==> src/rtl/instruction_fetch.sv <==
`default_nettype none
// +----------------------------------------------------------------------------+
// | Module   : instruction_fetch                                               |
// | Purpose  : single-outstanding fetch unit with skid, IF/ID register and     |
// |            one-delay-slot redirect handling                                |
// | Revision : 1.0                                                             |
// +----------------------------------------------------------------------------+
module instruction_fetch #(
    parameter logic [31:0] RESET_PC = 32'h0000_0000
) (
    input  logic        clk,
    input  logic        rst_n,
    input  logic        en,
    input  logic        stall,
    input  logic        jump_branch,
    input  logic        jump_target,
    input  logic        jump_reg,
    input  logic [31:0] jr_pc,
    output logic        imem_req,
    output logic [31:0] imem_addr,
    input  logic        imem_ack,
    input  logic [31:0] imem_rdata,
    output logic [31:0] pc,
    output logic [31:0] instr,
    output logic        instr_valid
);

    localparam logic [1:0] S_IDLE = 2'd0;
    localparam logic [1:0] S_WAIT = 2'd1;
    localparam logic [1:0] S_FULL = 2'd2;

    logic [1:0]  state_q, state_d;
    logic [31:0] pc_if_q, pc_if_d;
    logic [31:0] pc_q, pc_d;
    logic [31:0] instr_q, instr_d;
    logic        instr_valid_q, instr_valid_d;
    logic [31:0] skid_q, skid_d;
    logic        redir_pending_q, redir_pending_d;
    logic [31:0] redir_target_q, redir_target_d;

    logic        adv;
    logic        src;
    logic [31:0] src_data;
    logic        redir_acc;
    logic [31:0] pc_plus4;
    logic [31:0] redir_tgt;

    assign adv       = en & ~stall;
    assign src       = (state_q == S_FULL) | (imem_req & imem_ack);
    assign src_data  = (state_q == S_FULL) ? skid_q : imem_rdata;
    assign redir_acc = instr_valid_q & adv & (jump_reg | jump_target | jump_branch);
    assign pc_plus4  = pc_q + 32'd4;

    always_comb begin
        redir_tgt = pc_plus4 + {{14{instr_q[15]}}, instr_q[15:0], 2'b00};
        if (jump_reg) begin
            redir_tgt = jr_pc;
        end else if (jump_target) begin
            redir_tgt = {pc_plus4[31:28], instr_q[25:0], 2'b00};
        end
    end

    always_ff @(posedge clk or negedge rst_n) begin
        if (!rst_n) begin
            state_q <= S_IDLE;
        end else begin
            state_q <= state_d;
        end
    end

    // An in-flight response is always taken: into IF/ID when advancing, else into the skid.
    always_comb begin
        state_d = state_q;
        if (adv & src) begin
            state_d = S_IDLE;
        end else if (imem_req & imem_ack) begin
            state_d = S_FULL;
        end else if (imem_req) begin
            state_d = S_WAIT;
        end
    end

    always_comb begin
        imem_req  = (state_q == S_WAIT) | ((state_q == S_IDLE) & en);
        imem_addr = pc_if_q;
    end

    always_comb begin
        pc_if_d         = pc_if_q;
        pc_d            = pc_q;
        instr_d         = instr_q;
        instr_valid_d   = instr_valid_q;
        skid_d          = skid_q;
        redir_pending_d = redir_pending_q;
        redir_target_d  = redir_target_q;
        if (adv) begin
            if (src) begin
                pc_d            = pc_if_q;
                instr_d         = src_data;
                instr_valid_d   = 1'b1;
                redir_pending_d = 1'b0;
                if (redir_pending_q) begin
                    pc_if_d = redir_target_q;
                end else if (redir_acc) begin
                    pc_if_d = redir_tgt;
                end else begin
                    pc_if_d = pc_if_q + 32'd4;
                end
            end else begin
                instr_d       = 32'h0;
                instr_valid_d = 1'b0;
                // Delay slot not yet fetched: remember where to go once it arrives.
                if (redir_acc) begin
                    redir_pending_d = 1'b1;
                    redir_target_d  = redir_tgt;
                end
            end
        end else if (imem_req & imem_ack) begin
            skid_d = imem_rdata;
        end
    end

    always_ff @(posedge clk or negedge rst_n) begin
        if (!rst_n) begin
            pc_if_q         <= RESET_PC;
            pc_q            <= 32'h0;
            instr_q         <= 32'h0;
            instr_valid_q   <= 1'b0;
            skid_q          <= 32'h0;
            redir_pending_q <= 1'b0;
            redir_target_q  <= 32'h0;
        end else begin
            pc_if_q         <= pc_if_d;
            pc_q            <= pc_d;
            instr_q         <= instr_d;
            instr_valid_q   <= instr_valid_d;
            skid_q          <= skid_d;
            redir_pending_q <= redir_pending_d;
            redir_target_q  <= redir_target_d;
        end
    end

    assign pc          = pc_q;
    assign instr       = instr_q;
    assign instr_valid = instr_valid_q;

endmodule
`default_nettype wire

==> config.mk <==
export PLATFORM = sky130hd
export DESIGN_NAME = instruction_fetch
export DESIGN_NICKNAME = d
export VERILOG_FILES = /design/src/rtl/instruction_fetch.sv
export SDC_FILE = /design/constraint.sdc
export NUM_CORES = 1
export LEC_CHECK = 0
export ABC_CLOCK_PERIOD_IN_PS = 4800
export CELL_PAD_IN_SITES_DETAIL_PLACEMENT = 0
export CELL_PAD_IN_SITES_GLOBAL_PLACEMENT = 1
export CORE_ASPECT_RATIO = 1.5
export CORE_MARGIN = 1.5
export CORE_UTILIZATION = 41
export DETAILED_ROUTE_END_ITERATION = 16
export GPL_TIMING_DRIVEN = 0
export PLACE_DENSITY_LB_ADDON = 0.1
export SKIP_CTS_REPAIR_TIMING = 1
export SYNTH_ARGS = -nofsm -noshare
export SYNTH_HDL_FRONTEND = slang
export SYNTH_SLANG_ARGS = --single-unit
==> constraint.sdc <==
create_clock -name clk -period 4.8 [get_ports clk]
set_clock_uncertainty 0.05 [all_clocks]
set_input_delay 0.96 -clock clk [delete_from_list [all_inputs] [get_ports clk]]
set_output_delay 0.96 -clock clk [all_outputs]
set_load 0.01 [all_outputs]
==> impl_metrics.toml <==
[status]
status = "finished clean"

[floorplanning]
die_y_um = 196
design.die.area_um2 = 25800
coreArea_um2 = 24400
start_util_pct = 41.7
die_x_um = 132
num_io_pins = 170
num_rows = 70

[placement]
gp_congestion = 0.912
portBuffers = 167
dpl.hpwl_um = 31100

[cts]
worstSkewPairLatency_ns = 0.44
h-tree-depth = 4
clkSinkCount = 164
clk_pin_slew_ns = 0.07
root_buffer = "clkbuf_16"
cts_tree = "yes"
cts_buffers = 17
cts.path.max_buffers = 2

[final_layout]
fillers = 2367
postLayoutCoreUtil_pct = 52.9
syn2layout_area_growth_pct = 26.7
final_nets = 1487
final_common_cell = "nand2_1"
drive_gt1_share_pct = 6.61
layout_common_cells = "198 x nand2_1, 166 x clkdlybuf4s50_1, 161 x dfrtp_1"
num_antenna_cells = 0

[critical_path]
worst-path-max-fanout = 9
arrival_ns = 4.90
reg2reg_depth = 15
critPathLaunchType = "flop"
worstSetupPathType = "flop to flop"
endpoint_kind = "flop"
crit_required_ns = 5.10
worstReg2RegStart = "pc[12]$_DFFE_PN0P_"
r2r_setup_slack_ns = 0.20
timing.rr.end = "imem_addr[27]$_DFFE_PN0P_"

[synthesis]
synth_edf_count = 0
ys_ff_latch = 164
synthTopCellsByArea = "dfrtp_1 40%, nand2_1 7.3%, nor2_1 4.9%"
synth_top_cell_by_area = "dfrtp_1"
synth_area_um2 = 10200
synth_top_area_share_pct = 40.3
ys_types = 76
syn_nets = 1300
syn_avg_cell_area_um2 = 8.56
yosysSeqAreaShare_pct = 40.3
netlist_instances = 1191
yosysWarnings = 0
synth-main-ff-cell = "dfrtp_1"
ys_async_sr_fraction_pct = 100

[routing]
drtIter0Drc = 771
drcViolationCount = 0
wl_per_cell_um = 23.8
avgViaCountPerCell = 6.04
vias = 10400
drt_pass1_iterations = 6
ant_nets = 0
routed_wirelength_um = 40800

[sta]
worst_hold_slack_ns = 0.422
tightest_slew_ns = 1.26
final-max-slew-violation-count = 0
period_minus_slack_ns = 4.60
rsz0062_at_grt = "false"
fmax_ghz = 0.217
hold_viol = 0
slew_headroom_pct = 15.5
fin_crit_sh_pct = 95.8
setup_viol = 0

[power_and_ir_drop]
p_leak_nw = 5.45
power_mw = 8.21
p_per_area_nw_per_um2 = 635
peakVddDrop_mv = 0.412

[global_routing]
grt_max_degree = 103
grt_pass1_wl_um = 61700
track_usage_pct = 31.8
antenna_found_initial = 0
grt_remaining_overflow = 0
grt_pass1_vias = 10200

[hold_path]
holdPathStages = 2
min_to = "redir_target_q[8]$_DFFE_PN0P_"
holdCritPathClass = "flop to flop"
hold_path_startpoint = "redir_target_q[8]$_DFFE_PN0P_"

[run]
drv_cap = 0
==> cell families (layout without fill, tap and decap cells) <==
group / count (synthesis) / count (layout) / synth area share (%)
adder cells (fa/ha/maj): 37 / 37 / 4.61
buffers and inverters: 91 / 291 / 3.44
AND/OR/NAND/NOR: 477 / 477 / 20.8
flip-flops: 164 / 164 / 40.3
multiplexers: 41 / 41 / 4.43
XOR/XNOR: 48 / 48 / 4.12
AO/OA/AOI/OAI: 333 / 333 / 22.3
==> critical path, stage by stage (launching register included) <==
cell       delay, ns
dfrtp_1         0.54
and3_1          0.24
nand3_1         0.24
nor3_4          0.43
nand2_1         0.12
xnor2_1         0.15
ha_1            0.30
buf_6           0.14
and3_1          0.14
a221o_1         0.37
a311oi_4        0.36
nand3_2         0.17
a2111oi_4       0.51
nor4_1          0.11
or3_4           0.45
o221ai_2        0.19
==> metrics by stage <==
| stage | setup TNS (ns) | setup WS, ns | std cells | cell area [µm²] |
|---|---|---|---|---|
| floorplan | 0 | 0.717 | 1191 | 10200 |
| global placement | -725.13 | -4.44 | 1682 | 12300 |
| detailed placement | -0.652 | -0.221 | 1683 | 12300 |
| CTS | -0.837 | -0.248 | 1715 | 12900 |
| global route | 0 | 0.0165 | 1715 | 12900 |
| finish | 0 | 0.200 | 1715 | 12900 |
==> Yosys cell counts, types with 3 or more instances <==
cell         n
a2111oi_0    3
a211o_1      3
a211oi_1    13
a21boi_0     3
a21o_1      18
a21oi_1     64
a221oi_1    37
a22o_1       5
a22oi_1      9
a31oi_1     14
and2_1       6
and3_1      17
and4_1       5
buf_1        4
clkbuf_1    64
dfrtp_1    164
ha_1        36
inv_1       20
mux2_2      33
mux2i_1      8
nand2_1    198
nand2b_1     8
nand3_1     37
nand4_1     23
nor2_1     134
nor2b_1      3
nor3_1      22
nor4_1       5
o211ai_1    15
o21a_1       9
o21ai_0     81
o221ai_1     4
o22a_1       3
o22ai_1     10
o311ai_0     5
o31ai_1      8
or2_2        5
xnor2_1     32
xor2_1      16
==> final cells by class <==
class                           instances  area [µm²]  area share [%]
Buffer                                 69         268            2.07
Clock buffer                           18         439            3.40
Clock inverter                         14         149            1.15
Inverter                               21        78.8           0.610
Multi-Input combinational cell        936        5760            44.6
Sequential cell                       164        4110            31.8
Tap cell                              324         405            3.14
Timing Repair Buffer                  169        1710            13.2
==> sequential cells by signal (all words and copies together), names as in the netlist <==
name,count
imem_addr,32
redir_target_q,32
redir_pending_q,1
instr,32
skid_q,32
state_q,2
instr_valid,1
pc,32
==> where the power goes <==
part | leakage [nW] | internal, mW | total, mW | switching, mW
sequential | 2.01 | 1.97 | 2.73 | 0.766
clock | 0.297 | 0.788 | 1.41 | 0.627
combinational | 3.13 | 1.77 | 4.06 | 2.29
==> how the worst max path moves through the flow <==
stage	cells past startpoint	slack [ns]	startpoint	to
3_5_place_dp	16	-0.22	pc[6]$_DFFE_PN0P_	imem_addr[22]$_DFFE_PN0P_
2_1_floorplan	16	0.72	pc[6]$_DFFE_PN0P_	imem_addr[27]$_DFFE_PN0P_
6_report	15	0.20	pc[12]$_DFFE_PN0P_	imem_addr[27]$_DFFE_PN0P_
5_1_grt	15	0.02	pc[12]$_DFFE_PN0P_	imem_addr[27]$_DFFE_PN0P_
4_1_cts	16	-0.25	pc[6]$_DFFE_PN0P_	imem_addr[22]$_DFFE_PN0P_
3_3_place_gp	1	-4.44	rst_n	redir_target_q[27]$_DFFE_PN0P_
==> metal layers <==
layer / part of all wire, % / routed length [µm] / global-route usage (%)
met5: 0 / 0 / 0
met4: 5.9 / 2390 / 19.0
met3: 5.6 / 2270 / 4.91
met2: 50 / 20400 / 55.0
met1: 39 / 15800 / 37.2
No activity file was read; power rests on OpenSTA's default activity.
